===== src/rtl/npu_add_tree_seq_if.sv =====
`default_nettype none
// ============================================================================
// Module      : npu_add_tree_seq_if
// Description : Command, operand, result and add-tree buses of the add-tree
//               sequencer. The sequencer is the slave side.
// Revision    : 1.0 - initial release
// ============================================================================
interface npu_add_tree_seq_if #(
    parameter int LEN_W = 8,
    parameter int ACC_W = 32
) ();
    logic             cmd_valid;
    logic             cmd_ready;
    logic [LEN_W-1:0] cmd_len;
    logic             cmd_signed;

    logic             in_valid;
    logic             in_ready;
    logic [63:0]      in_data;
    logic [63:0]      in_para;

    logic [63:0]      tree_data;
    logic [63:0]      tree_para;
    logic             tree_signed;
    logic [18:0]      tree_result;

    logic             out_valid;
    logic             out_ready;
    logic [ACC_W-1:0] out_result;

    logic             busy;

    modport master (
        output cmd_valid, cmd_len, cmd_signed,
        output in_valid, in_data, in_para,
        output out_ready, tree_result,
        input  cmd_ready, in_ready, out_valid, out_result, busy,
        input  tree_data, tree_para, tree_signed
    );

    modport slave (
        input  cmd_valid, cmd_len, cmd_signed,
        input  in_valid, in_data, in_para,
        input  out_ready, tree_result,
        output cmd_ready, in_ready, out_valid, out_result, busy,
        output tree_data, tree_para, tree_signed
    );
endinterface
`default_nettype wire


===== src/rtl/npu_add_tree_seq.sv =====
`default_nettype none
// ============================================================================
// Module      : npu_add_tree_seq
// Description : Streams N operand beats into a registered 8-lane int8 add tree
//               and accumulates its partial sums into one result per command.
// Revision    : 1.0 - initial release
// ============================================================================
module npu_add_tree_seq #(
    parameter int TREE_LAT = 1,
    parameter int LEN_W    = 8,
    parameter int ACC_W    = 32
) (
    input  logic              clk,
    input  logic              rst_n,
    npu_add_tree_seq_if.slave bus
);
    localparam int c_TREE_W = 19;

    typedef enum logic [1:0] {
        ST_IDLE   = 2'd0,
        ST_STREAM = 2'd1,
        ST_DRAIN  = 2'd2,
        ST_DONE   = 2'd3
    } state_t;

    state_t           r_state;
    state_t           w_state_nxt;

    logic [LEN_W-1:0] r_cnt;
    logic [63:0]      r_tree_data;
    logic [63:0]      r_tree_para;
    logic             r_tree_signed;
    logic [ACC_W-1:0] r_acc;

    // Tag pipeline tracks which tree outputs belong to accepted beats.
    logic [TREE_LAT:0] r_tag_valid;
    logic [TREE_LAT:0] r_tag_last;

    logic             w_cmd_ready;
    logic             w_in_ready;
    logic             w_out_valid;
    logic             w_cmd_hs;
    logic             w_push_valid;
    logic             w_push_last;
    logic             w_tail_valid;
    logic             w_tail_last;
    logic [ACC_W-1:0] w_tree_ext;

    assign w_tail_valid = r_tag_valid[TREE_LAT];
    assign w_tail_last  = r_tag_last[TREE_LAT];
    assign w_cmd_hs     = w_cmd_ready & bus.cmd_valid;

    // Unsigned-data products are still signed, so sign-extend in both modes.
    assign w_tree_ext = ACC_W'($signed(bus.tree_result[c_TREE_W-1:0]));

    always_ff @(posedge clk or negedge rst_n) begin
        if (!rst_n) begin
            r_state <= ST_IDLE;
        end else begin
            r_state <= w_state_nxt;
        end
    end

    always_comb begin
        w_state_nxt  = r_state;
        w_cmd_ready  = 1'b0;
        w_in_ready   = 1'b0;
        w_out_valid  = 1'b0;
        w_push_valid = 1'b0;
        w_push_last  = 1'b0;
        case (r_state)
            ST_IDLE: begin
                w_cmd_ready = 1'b1;
                if (bus.cmd_valid) begin
                    w_state_nxt = ST_STREAM;
                end
            end
            ST_STREAM: begin
                w_in_ready = 1'b1;
                if (bus.in_valid) begin
                    w_push_valid = 1'b1;
                    if (r_cnt == '0) begin
                        w_push_last = 1'b1;
                        w_state_nxt = ST_DRAIN;
                    end
                end
            end
            ST_DRAIN: begin
                if (w_tail_valid && w_tail_last) begin
                    w_state_nxt = ST_DONE;
                end
            end
            ST_DONE: begin
                w_out_valid = 1'b1;
                if (bus.out_ready) begin
                    w_state_nxt = ST_IDLE;
                end
            end
            default: begin
                w_state_nxt = ST_IDLE;
            end
        endcase
    end

    always_ff @(posedge clk or negedge rst_n) begin
        if (!rst_n) begin
            r_cnt         <= '0;
            r_tree_data   <= '0;
            r_tree_para   <= '0;
            r_tree_signed <= 1'b0;
        end else begin
            if (w_cmd_hs) begin
                r_cnt         <= bus.cmd_len;
                r_tree_signed <= bus.cmd_signed;
            end else if (w_push_valid && (r_cnt != '0)) begin
                r_cnt <= r_cnt - 1'b1;
            end
            if (w_push_valid) begin
                r_tree_data <= bus.in_data;
                r_tree_para <= bus.in_para;
            end
        end
    end

    always_ff @(posedge clk or negedge rst_n) begin
        if (!rst_n) begin
            r_acc <= '0;
        end else if (w_cmd_hs) begin
            r_acc <= '0;
        end else if (w_tail_valid) begin
            r_acc <= r_acc + w_tree_ext;
        end
    end

    generate
        if (TREE_LAT == 0) begin : g_tag_single
            always_ff @(posedge clk or negedge rst_n) begin
                if (!rst_n) begin
                    r_tag_valid <= '0;
                    r_tag_last  <= '0;
                end else begin
                    r_tag_valid <= w_push_valid;
                    r_tag_last  <= w_push_last;
                end
            end
        end else begin : g_tag_shift
            always_ff @(posedge clk or negedge rst_n) begin
                if (!rst_n) begin
                    r_tag_valid <= '0;
                    r_tag_last  <= '0;
                end else begin
                    r_tag_valid <= {r_tag_valid[TREE_LAT-1:0], w_push_valid};
                    r_tag_last  <= {r_tag_last[TREE_LAT-1:0], w_push_last};
                end
            end
        end
    endgenerate

    assign bus.cmd_ready   = w_cmd_ready;
    assign bus.in_ready    = w_in_ready;
    assign bus.out_valid   = w_out_valid;
    assign bus.out_result  = r_acc;
    assign bus.busy        = (r_state != ST_IDLE);
    assign bus.tree_data   = r_tree_data;
    assign bus.tree_para   = r_tree_para;
    assign bus.tree_signed = r_tree_signed;

endmodule
`default_nettype wire


===== src/flat_wrapper.sv =====
// flat-port wrapper written by rule: the top's interface ports become plain ports
module npu_add_tree_seq_flat 
#(
    parameter int TREE_LAT = 1,
    parameter int LEN_W    = 8,
    parameter int ACC_W    = 32
)
  (clk, rst_n, bus_cmd_valid, bus_cmd_len, bus_cmd_signed, bus_in_valid, bus_in_data, bus_in_para, bus_out_ready, bus_tree_result, bus_cmd_ready, bus_in_ready, bus_out_valid, bus_out_result, bus_busy, bus_tree_data, bus_tree_para, bus_tree_signed);
  npu_add_tree_seq_if #(.LEN_W(LEN_W), .ACC_W(ACC_W)) bus_i ();
  input  logic clk;
  input  logic rst_n;
  input wire logic [$bits(bus_i.cmd_valid)-1:0] bus_cmd_valid;
  input wire logic [$bits(bus_i.cmd_len)-1:0] bus_cmd_len;
  input wire logic [$bits(bus_i.cmd_signed)-1:0] bus_cmd_signed;
  input wire logic [$bits(bus_i.in_valid)-1:0] bus_in_valid;
  input wire logic [$bits(bus_i.in_data)-1:0] bus_in_data;
  input wire logic [$bits(bus_i.in_para)-1:0] bus_in_para;
  input wire logic [$bits(bus_i.out_ready)-1:0] bus_out_ready;
  input wire logic [$bits(bus_i.tree_result)-1:0] bus_tree_result;
  output wire logic [$bits(bus_i.cmd_ready)-1:0] bus_cmd_ready;
  output wire logic [$bits(bus_i.in_ready)-1:0] bus_in_ready;
  output wire logic [$bits(bus_i.out_valid)-1:0] bus_out_valid;
  output wire logic [$bits(bus_i.out_result)-1:0] bus_out_result;
  output wire logic [$bits(bus_i.busy)-1:0] bus_busy;
  output wire logic [$bits(bus_i.tree_data)-1:0] bus_tree_data;
  output wire logic [$bits(bus_i.tree_para)-1:0] bus_tree_para;
  output wire logic [$bits(bus_i.tree_signed)-1:0] bus_tree_signed;
  assign bus_i.cmd_valid = bus_cmd_valid;
  assign bus_i.cmd_len = bus_cmd_len;
  assign bus_i.cmd_signed = bus_cmd_signed;
  assign bus_i.in_valid = bus_in_valid;
  assign bus_i.in_data = bus_in_data;
  assign bus_i.in_para = bus_in_para;
  assign bus_i.out_ready = bus_out_ready;
  assign bus_i.tree_result = bus_tree_result;
  assign bus_cmd_ready = bus_i.cmd_ready;
  assign bus_in_ready = bus_i.in_ready;
  assign bus_out_valid = bus_i.out_valid;
  assign bus_out_result = bus_i.out_result;
  assign bus_busy = bus_i.busy;
  assign bus_tree_data = bus_i.tree_data;
  assign bus_tree_para = bus_i.tree_para;
  assign bus_tree_signed = bus_i.tree_signed;
  npu_add_tree_seq #(.TREE_LAT(TREE_LAT), .LEN_W(LEN_W), .ACC_W(ACC_W)) u_core (.clk(clk), .rst_n(rst_n), .bus(bus_i));
endmodule

===== config.mk =====
export PLATFORM = sky130hd
export DESIGN_NAME = npu_add_tree_seq_flat
export DESIGN_NICKNAME = d
export VERILOG_FILES = /design/src/rtl/npu_add_tree_seq_if.sv /design/src/rtl/npu_add_tree_seq.sv /design/src/flat_wrapper.sv
export SDC_FILE = /design/constraint.sdc
export NUM_CORES = 1
export LEC_CHECK = 0
export CORE_AREA = 2 2 145 203
export CTS_CLUSTER_SIZE = 30
export DETAILED_ROUTE_END_ITERATION = 7
export DIE_AREA = 0 0 147 205
export SLEW_MARGIN = 10
export SYNTH_ARGS = -nofsm -noshare
export SYNTH_HDL_FRONTEND = slang
export SYNTH_SLANG_ARGS = --single-unit
export TNS_END_PERCENT = 100

===== constraint.sdc =====
create_clock -name clk -period 2.7 [get_ports clk]
set_input_delay 0.54 -clock clk [delete_from_list [all_inputs] [get_ports clk]]
set_output_delay 0.54 -clock clk [all_outputs]
set_load 0.03 [all_outputs]

# Yosys cells after proc, flatten, opt, wreduce, memory -nomap -nowiden
# Index checks and enable logic that the tools add are counted.
# totals
reg_bits	175
in_bits	161
output_inout_bits	165
word_cells	46
# op_classes
n_addsub	2
n_eq_ne	8
mux	18
bitwise_logic	1
reduce_logical	9
# op_table
operator	count
$mux 32	2
$add 32x32->32	1
$mux 8	2
$mux 2	5
$logic_not 8->1	1
$mux 1	8
$pmux 2 s4	1
$reduce_bool 8->1	1
$sub 8x1->8 const B	1
$ne 2x2->1 const B	3
$reduce_bool 2->1	3
$reduce_and 5->1	1
$eq 2x2->1 const B	2
$ne 2x1->1 const B	2
$eq 2x1->1 const B	1
$logic_and 1x1->1	2
$logic_not 2->1	1
$and 1x1->1	1

# Depth between registers and ports, before layout
# Gate-level depths: netlist (run 1).
# depth
depth_word	5
mapped_depth	11
depth_no_buf	11

# Worst setup path after synthesis (run 1)
# Ideal clock, no wire load.
# synth_path
path_kind	register to register
from	register u_core.r_acc[0] (netlist: u_core.bus.out_result[0])
to	register u_core.r_acc[28] (netlist: u_core.bus.out_result[28])
setup_ns	0.136
arrival_time_ns	2.440
required_ns	2.564
setup_slack_ns	0.124
path_stages_with_launch	12
n_path_buf	0
synth_period_minus_slack_ns	2.576
cell_sequence	dfrtp_1 ha_1 fa_1 a21oi_1 o22ai_1 o31ai_4 o22a_1 a31oi_1 nor2_1 a21boi_1 xnor2_1 a21oi_1
# synth_via
elab_chain_cells	3
# synth_lines
item	line_no	rtl
start, declared	npu_add_tree_seq.sv:33	logic [ACC_W-1:0] r_acc;
start signal, assigned	npu_add_tree_seq.sv:131	r_acc <= r_acc + w_tree_ext;
$add 32x32->32	npu_add_tree_seq.sv:131	
$mux 32	npu_add_tree_seq.sv:130	end else if (w_tail_valid) begin
$mux 32	npu_add_tree_seq.sv:128	end else if (w_cmd_hs) begin
# No other way between the ends. The select of a mux whose other input is x is not followed.
# A chain may end at the register's enable or synchronous reset.

# Worst setup path in the final report (run 1)
# layout_path
from	input port bus_tree_result[6]
to	register u_core.r_acc[19] (netlist: u_core.bus.out_result[19])
# layout_via
elab_chain_cells	3
# layout_lines
item	line_no	rtl
start, declared	flat_wrapper.sv:19	input wire logic [$bits(bus_i.tree_result)-1:0] bus_tree_result;
$add 32x32->32	npu_add_tree_seq.sv:131	
$mux 32	npu_add_tree_seq.sv:130	
$mux 32	npu_add_tree_seq.sv:128	
# No other way between the ends. The select of a mux whose other input is x is not followed.

==> run_results.csv, run 1 <==
group,metric,value,unit
layout,final_area,13500,um^2
placement,place_congestion,0.807,
critical_path,crit_path_end_kind,"flop",
floorplan,die-area,30100,um^2
sta,setup_viol,0,
floorplan,core-area,28300,um^2
drt,wire_per_inst,17.1,um
sta,clock_skew,0.00768,ns
layout,area_delta_synth_final,61.1,%
sta,period_minus_slack,2.63,ns
critical_path,critPathLaunchType,"primary input",
logic_synthesis,yosysWarnings,0,
clock_tree,postCtsHoldBufs,0,
placement,port_buffers,325,
logic_synthesis,ys_types,56,
logic_synthesis,synth_seq_area_share,0.521,
min_path,holdCritPathClass,"primary input to asynchronous set/reset pin",
drt,vias_per_cell,4.63,
layout,fin_cells,1500,
pwr,power_density,1290,nW/um^2
drt,ant_nets,0,
critical_path,cp_max_fo,5,
logic_synthesis,async_flop_share,1.00,
clock_tree,path_clk_slew,0.07,ns
floorplan,initial_core_util,0.297,
global_routing,globalRouteTotalUtil,0.171,
drt,drc,0,
logic_synthesis,avgSynthCellArea,12.1,um^2
floorplan,fp-row-count,73,
logic_synthesis,ys_ff_latch,175,
layout,drive_gt1_frac,0.263,
global_routing,grt_max_degree,131,
global_routing,grt-ovfl-total,0,
clock_tree,insertion_delay,0.45,ns
pwr,power_leakage,0.00576,uW
placement,dpl_cell_area,12800,um^2
outcome,status,"completed",
drt,vias,6941,
sta,worst_pin_slew,0.750,ns
critical_path,worstPathRequired,3.03,ns
clock_tree,cts_made_buffers,17,
logic_synthesis,synth_edf_count,0,
floorplan,die_h,205,um
sta,drv_slew,0,
floorplan,ios,326,
critical_path,ff2ff_setup_slack,0.15,ns
global_routing,grt_pass1_wl,39800,um
clock_tree,clock_sinks,175,
critical_path,path_class,"primary input to flop",
logic_synthesis,synth_flop_cell,"dfrtp_1",
placement,place_hpwl,19500,um
layout,fillers,2647,
logic_synthesis,synth.top_cells.by_count,"dfrtp_1, mux2_2, nor2_1",
logic_synthesis,yosysTopAreaCellShare,0.521,
global_routing,antenna_found_initial,2,
flow_run,drv_cap,0,
clock_tree,h-tree-depth,4,
sta,fmax,0.380,GHz
clock_tree,root_buffer,"clkbuf_16",
clock_tree,cts_tree,"done",
drt,drt_pre_antenna_iters,5,
clock_tree,clock_path_buffers,2,
floorplan,fp.dieW,147,um
sta,max_slew_margin,0.500,
logic_synthesis,synth_area_leaders,"dfrtp_1, mux2_2, ha_1",
drt,routed_wl,25600,um
logic_synthesis,synth_nets,892,
placement,dp.cells,1465,
critical_path,critical_path_arrival,2.96,ns
logic_synthesis,synth.largest_area_cell,"dfrtp_1",
layout,nets,1312,
pwr,ir_worst_vdd,0.890,mV
drt,drt_iter0_drc,150,
logic_synthesis,netlist_area,8400,um^2
global_routing,first_global_vias,7305,
sta,hold_ws,0.0672,ns
sta,finalHoldViolations,0,
logic_synthesis,synthCells,693,
sta,fin_crit_sh,0.975,
logic_synthesis,synth.most_common_cell,"dfrtp_1",
## stage by stage
step | power [uW] | TNS, ns | utilization | worst slack (ns)
floorplan | 10500 | 0 | - | 0.124
global placement | 15000 | -6.70 | 0.453 | -0.503
detailed placement | 15100 | -7.73 | 0.453 | -0.580
CTS | 17500 | 0 | 0.473 | 0.0339
global route | 18600 | -0.00718 | 0.478 | -0.00718
finish | 17500 | 0 | 0.478 | 0.0665
## critical path, cell delays in order
cell and delay, ns:
clkdlybuf4s50_1 0.54, ha_4 0.24, a21oi_2 0.16, o21ai_1 0.09, a31oi_2 0.23, o21ai_4 0.10
a311oi_4 0.32, buf_6 0.16, o21ai_1 0.12, buf_4 0.16, xor2_1 0.13, mux2i_1 0.13
nor2_1 0.05
## power breakdown
part	switching [uW]	internal (uW)	leakage [uW]
sequential	809	3920	0.00212
clock	1100	1230	0.000257
combinational	5420	5030	0.00338
## placed cells by master, fill, tap and decap left out, types with 9 or more instances in the layout
| cell type | netlist | layout |
|---|---|---|
| clkdlybuf4s50_1 | 0 | 323 |
| dfrtp_1 | 175 | 174 |
| mux2_2 | 128 | 128 |
| buf_4 | 0 | 106 |
| nor2_1 | 40 | 40 |
| nand2_1 | 38 | 38 |
| ha_1 | 37 | 31 |
| o21ai_0 | 28 | 28 |
| a21oi_1 | 28 | 25 |
| mux2i_1 | 20 | 20 |
| xnor2_1 | 19 | 19 |
| clkbuf_16 | 0 | 17 |
| inv_1 | 14 | 14 |
| xor2_1 | 13 | 13 |
| a21o_1 | 13 | 13 |
| a31oi_1 | 10 | 9 |
## cell families (layout without fill, tap and decap cells)
| family | Yosys count | after routing | share of synthesized area |
|---|---|---|---|
| XOR/XNOR | 32 | 32 | 0.0334 |
| AO/OA/AOI/OAI | 125 | 125 | 0.0995 |
| AND/OR/NAND/NOR | 127 | 127 | 0.0712 |
| buffers and inverters | 48 | 479 | 0.0217 |
| adder cells (fa/ha/maj) | 38 | 38 | 0.0575 |
| other | 0 | 1 | 0 |
| flip-flops | 175 | 175 | 0.521 |
| multiplexers | 148 | 148 | 0.195 |
## area by class of cell
type	instances	area, um^2	share of cell area
Timing Repair Buffer	435	4120	0.305
Inverter	14	52.6	0.00388
Multi-Input combinational cell	470	3960	0.293
Antenna cell	1	2.50	0.000185
Clock buffer	20	457	0.0337
Tap cell	375	469	0.0347
Sequential cell	175	4380	0.324
Clock inverter	10	82.6	0.00610
## state kept, by name (all words and copies together) (netlist names)
name	flops
u_core.r_tag_last	2
u_core.bus.out_result	32
u_core.r_tag_valid	2
u_core.bus.tree_signed	1
u_core.r_cnt	8
u_core.r_state	2
u_core.bus.tree_para	64
u_core.bus.tree_data	64
## final timing paths
kind | start | to | cells after the start
setup / recovery | bus_tree_result[6] | u_core.bus.out_result[19] | 13
min in group clk | u_core.r_tag_valid[0] | u_core.r_tag_valid[1] | 0
hold reg to reg | u_core.r_tag_valid[0] | u_core.r_tag_valid[1] | 0
hold / removal | rst_n | u_core.bus.out_result[28] | 1
max in group asynchronous | rst_n | u_core.bus.tree_data[58] | 2
setup reg to reg | u_core.bus.out_result[0] | u_core.bus.out_result[28] | 11
## layer usage
layer	global-route usage	vias to the layer above	share of wire
met1	0.181	3371	0.37
met2	0.313	231	0.53
li1	-	3315	-
met3	0.0684	24	0.084
met4	0.0522	0	0.017
met5	0	-	0
## repair_timing
| action | 4_1_cts | 5_1_grt |
|---|---|---|
| endpoints found under the setup margin | 5 | 10 |
| gates resized for setup | 3 | 23 |
| pin swaps | 2 | 12 |
| buffers inserted | 0 | 4 |
| hold endpoints to repair | 0 | 0 |
Power figures use the tool's default switching activity.
==> run 2, diff against run 1 <==
--- a/config.mk
+++ b/config.mk
@@ -9,6 +9,7 @@
 export CTS_CLUSTER_SIZE = 30
 export DETAILED_ROUTE_END_ITERATION = 7
 export DIE_AREA = 0 0 147 205
+export SETUP_SLACK_MARGIN = 0.1
 export SLEW_MARGIN = 10
 export SYNTH_ARGS = -nofsm -noshare
 export SYNTH_HDL_FRONTEND = slang
==> run 2 against run 1 <==
  * Worst setup slack improved by 0.10 ns
  * Cell area increased by 0.76%
  * Clock power about the same
  * Utilization increased by 0.36 points
  * Critical path depth decreased by 1
  * Critical endpoint is now u_core.bus.out_result[25]
==> run_results.csv, run 2 (synthesis results as in run 1) <==
group,metric,value,unit
sta,setup_viol,0,
clock_tree,clock_path_buffers,2,
drt,wire_per_inst,17.2,um
sta,period_minus_slack,2.53,ns
pwr,power_density,1290,nW/um^2
drt,dr_wl_met2,13600,um
placement,place_hpwl,19500,um
drt,top_layer,"met4",
global_routing,first_global_vias,7339,
placement,place_congestion,0.807,
placement,port_buffers,325,
critical_path,critical_path_arrival,2.88,ns
sta,max_slew_margin,0.498,
pwr,power_leakage,0.00582,uW
clock_tree,h-tree-depth,4,
layout,nets,1316,
global_routing,grt_max_degree,131,
clock_tree,root_buffer,"clkbuf_16",
sta,fin_crit_sh,0.938,
floorplan,fp-row-count,73,
drt,drc,0,
global_routing,globalRouteTotalUtil,0.172,
floorplan,ios,326,
critical_path,worstPathRequired,3.05,ns
clock_tree,path_clk_slew,0.06,ns
floorplan,fp.dieW,147,um
layout,area_delta_synth_final,62.3,%
clock_tree,cts_tree,"done",
layout,layout_commonest_cell,"clkdlybuf4s50_1",
clock_tree,insertion_delay,0.45,ns
outcome,status,"completed",
sta,fmax,0.395,GHz
clock_tree,postCtsHoldBufs,0,
placement,dpl_worst_slack,-0.580,ns
pwr,ir_worst_vdd,0.890,mV
clock_tree,cts_made_buffers,17,
drt,vias,6987,
sta,clock_skew,0.00782,ns
sta,worst_pin_slew,0.754,ns
layout,final_cell_mix,"clkdlybuf4s50_1, dfrtp_1, mux2_2, buf_4, nor2_1",
drt,drt_pre_antenna_iters,4,
critical_path,cp_max_fo,6,
drt,ant_nets,0,
global_routing,grt-ovfl-total,0,
global_routing,grt_pass1_wl,40000,um
flow_run,drv_cap,0,
critical_path,critPathLaunchType,"primary input",
floorplan,die-area,30100,um^2
sta,finalHoldViolations,0,
critical_path,crit_path_end_kind,"flop",
floorplan,core-area,28300,um^2
drt,routed_wl,25800,um
drt,vias_per_cell,4.65,
placement,dpl_cell_area,12800,um^2
critical_path,path_class,"primary input to flop",
sta,rsz0062_at_grt,"true",
floorplan,die_h,205,um
sta,setup_slack,0.167,ns
drt,met3_length,2160,um
global_routing,antenna_found_initial,2,
floorplan,initial_core_util,0.297,
drt,drt-met1-wl,9600,um
layout,final_area,13600,um^2
min_path,holdCritPathClass,"primary input to asynchronous set/reset pin",
clock_tree,clock_sinks,175,
drt,drt_iter0_drc,170,
layout,drive_gt1_frac,0.275,
sta,drv_slew,0,
-- run 2: report_power, final --
part / total (uW) / switching, uW / internal, uW / leakage (uW)
sequential: 4740 / 821 / 3920 / 0.00212
combinational: 10600 / 5470 / 5100 / 0.00344
clock: 2330 / 1100 / 1230 / 0.000257
total: 17600 / 7390 / 10300 / 0.00582
-- run 2: final timing paths --
check,from,to,slack [ns],cells after the start
setup / recovery,bus_tree_result[8],u_core.bus.out_result[25],0.17,12
hold / removal,rst_n,u_core.bus.out_result[28],0.07,1
setup reg to reg,u_core.bus.out_result[0],u_core.bus.out_result[24],0.23,11
hold reg to reg,u_core.r_tag_valid[0],u_core.r_tag_valid[1],0.35,0
max in group asynchronous,rst_n,u_core.bus.tree_data[58],1.88,2
min in group clk,u_core.r_tag_valid[0],u_core.r_tag_valid[1],0.35,0
-- run 2: repair_timing --
action,CTS,global route
resized for setup,17,24
pin swaps,13,16
endpoints found under the setup margin,12,12
buffers inserted,4,4
-- run 2: metal layers --
layer  vias up  GRT usage
met3        28     0.0688
li1       3321          -
met1      3401      0.182
met5         -          0
met4         0     0.0536
met2       237      0.313
-- run 2: final cells by class --
cell class	count	area [um^2]
timing repair buffer	439	4160
inverter	14	52.6
clock inverter	10	82.6
antenna	1	2.50
tap	375	469
fill	2646	14700
sequential	175	4380
multi-input combinational	470	4030
clock buffer	20	457
-- run 2: critical path: stages --
cell	delay (ns)
clkdlybuf4s50_1	0.50
ha_4	0.23
a21oi_4	0.17
buf_4	0.13
nor2_1	0.03
nor2_1	0.17
o311a_1	0.20
o21ai_1	0.10
a21oi_2	0.27
o22ai_4	0.14
o211a_1	0.24
a211oi_1	0.15
-- run 2: per-stage QoR --
step           total power [uW]  hold WS (ns)  instances  utilization  TNS (ns)
6_report                  17600        0.0677       1504        0.482         0
5_1_grt                   18700        0.0905       1504        0.482         0
4_1_cts                   17700        0.0706       1499        0.476         0
3_5_place_dp              15100         0.336       1465        0.453     -7.73
3_3_place_gp              15000         0.332       1465        0.453     -6.70
2_1_floorplan             10500         0.244        693            -         0
==> run 3, diff against run 2 <==
--- a/config.mk
+++ b/config.mk
@@ -9,6 +9,8 @@
 export CTS_CLUSTER_SIZE = 30
 export DETAILED_ROUTE_END_ITERATION = 7
 export DIE_AREA = 0 0 147 205
+export GPL_TIMING_DRIVEN = 0
+export RECOVER_POWER = 100
 export SETUP_SLACK_MARGIN = 0.1
 export SLEW_MARGIN = 10
 export SYNTH_ARGS = -nofsm -noshare
==> run 3 against run 2 <==
  * The run now ends with capacitance limit, slew limit left
  * Fmax is 3.5% lower
  * Clock skew increased by 0.0021 ns
  * Clock power rose by 6%
  * Critical path type unchanged
  * Critical endpoint is now u_core.bus.out_result[31]
==> run_results.csv, run 3 (synthesis results as in run 1) <==
group,metric,value,unit
min_path,hold_depth,0,
floorplan,die_h,205,um
floorplan,initial_core_util,0.297,
layout,final_area,13100,um^2
sta,drv_slew,73,
drt,routed_wl,26000,um
floorplan,ios,326,
layout,drive_gt1_frac,0.212,
critical_path,worstPathRequired,3.04,ns
drt,drc,0,
layout,fillers,2675,
pwr,power_leakage,0.00557,uW
floorplan,fp.dieW,147,um
sta,worst_pin_slew,2.03,ns
critical_path,timing.rr.start,"u_core.bus.out_result[0]",
sta,fmax,0.381,GHz
sta,fin_crit_sh,0.972,
clock_tree,clock_sinks,175,
drt,drt_pre_antenna_iters,4,
critical_path,r2r_end,"u_core.bus.out_result[28]",
sta,hold_ws,0.352,ns
min_path,whs_endpoint,"u_core.r_tag_last[1]",
min_path,holdCritPathClass,"flop to flop",
flow_run,drv_cap,1,
global_routing,globalRouteTotalUtil,0.173,
critical_path,crit_path_end_kind,"flop",
critical_path,path_class,"primary input to flop",
critical_path,ff2ff_path_depth,11,
layout,final_cell_mix,"dfrtp_1, dlygate4sd3_1, clkdlybuf4s50_1, mux2_2, nor2_1",
drt,drt_iter0_drc,193,
layout,area_delta_synth_final,56.0,%
pwr,total_power,16700,uW
drt,vias_per_cell,4.76,
clock_tree,insertion_delay,0.45,ns
outcome,status,"finished, violations left",
drt,wire_per_inst,18.1,um
outcome,violations,"capacitance limit, slew limit",
drt,vias,6857,
floorplan,core-area,28300,um^2
clock_tree,path_clk_slew,0.07,ns
sta,clock_skew,0.00991,ns
global_routing,grt-ovfl-total,0,
clock_tree,h-tree-depth,4,
min_path,hp-start,"u_core.r_tag_last[0]",
sta,rsz0062_at_grt,"true",
clock_tree,clock_path_buffers,2,
critical_path,critPathLaunchType,"primary input",
floorplan,die-area,30100,um^2
floorplan,fp-row-count,73,
pwr,ir_worst_vdd,0.661,mV
sta,max_slew_margin,-0.352,
global_routing,grt_max_degree,104,
layout,nets,1251,
layout,layout_commonest_cell,"dfrtp_1",
layout,fin_util,0.463,
sta,setup_viol,0,
clock_tree,cts_made_buffers,17,
clock_tree,root_buffer,"clkbuf_16",
global_routing,grt_pass1_wl,39900,um
drt,ant_nets,0,
sta,period_minus_slack,2.62,ns
placement,place_congestion,0.809,
layout,multiInputGateArea,4080,um^2
global_routing,first_global_vias,7195,
clock_tree,cts_tree,"done",
placement,place_hpwl,19800,um
global_routing,antenna_found_initial,3,
critical_path,ff2ff_setup_slack,0.13,ns
critical_path,critical_path_arrival,2.96,ns
critical_path,cp_max_fo,6,
pwr,power_density,1280,nW/um^2
layout,seqCellArea,4380,um^2
placement,dpl_cell_area,12200,um^2
placement,port_buffers,325,
sta,finalHoldViolations,0,
run 3: changes by cell type in the layout (fill, tap and decap cells not counted), moves of 4 or more:
cell	previous run	this run
clkdlybuf4s50_1	320	156
dlygate4sd3_1	0	162
buf_4	110	17
clkbuf_1	1	23
a21oi_4	1	6
a21oi_2	7	3
clkbuf_2	0	4
inv_6	2	6
run 3: what timing repair did:
action | 4_1_cts | 5_1_grt
gates resized for setup | 22 | 64
pin swaps | 14 | 28
setup endpoints to repair | 115 | 27
setup buffers | 8 | 10
hold buffers | 0 | 0
run 3: cell type report:
class | count | share of cell area
inverters | 14 | 0.00401
plain buffers | 30 | 0.0107
multi-input cells | 470 | 0.312
flip-flops and latches | 175 | 0.334
repair buffers | 344 | 0.260
diodes | 1 | 0.000191
clock inverters | 13 | 0.00984
well taps | 375 | 0.0358
clock buffers | 19 | 0.0330
run 3: how the worst max path moves through the flow:
stage	start	to	slack [ns]	depth (start not counted)
floorplan	u_core.bus.out_result[0]	u_core.bus.out_result[28]	0.12	11
global placement	rst_n	u_core.bus.tree_data[0]	-6.92	1
detailed placement	bus_tree_result[18]	u_core.bus.out_result[31]	-0.89	10
CTS	bus_tree_result[7]	u_core.bus.out_result[31]	0.006	11
global route	bus_tree_result[5]	u_core.bus.out_result[31]	-0.01	10
finish	bus_tree_result[6]	u_core.bus.out_result[31]	0.08	11
run 3: layer usage:
metal,share of wire,track usage,vias to the layer above,wire (um)
li1,-,-,3198,-
met1,0.35,0.178,3363,9190
met2,0.53,0.314,253,13900
met3,0.085,0.0655,41,2220
met4,0.027,0.0745,2,690
met5,0.00042,0,-,11
run 3: power breakdown:
| group | switching, uW | internal (uW) | total (uW) | leakage (uW) |
|---|---|---|---|---|
| Combinational | 5460 | 4150 | 9610 | 0.00318 |
| Sequential | 728 | 3910 | 4640 | 0.00212 |
| Clock | 1170 | 1290 | 2460 | 0.000275 |
run 3: worst max-delay path, cell delays in order:
cell and delay (ns):
clkdlybuf4s50_1 0.52, ha_4 0.24, a21oi_4 0.16, o21ai_1 0.08
a31oi_2 0.19, o21ai_4 0.10, a311oi_4 0.46, o311ai_2 0.17
a21oi_1 0.13, and3b_2 0.24, mux2i_1 0.12
run 3: through the flow:
stage	setup TNS, ns	instances	setup slack, ns
finish	0	1441	0.0762
global route	-0.0166	1440	-0.0145
floorplan	0	693	0.124
detailed placement	-39.58	1394	-0.886
CTS	0	1434	0.00552
global placement	-1245.11	1393	-6.92
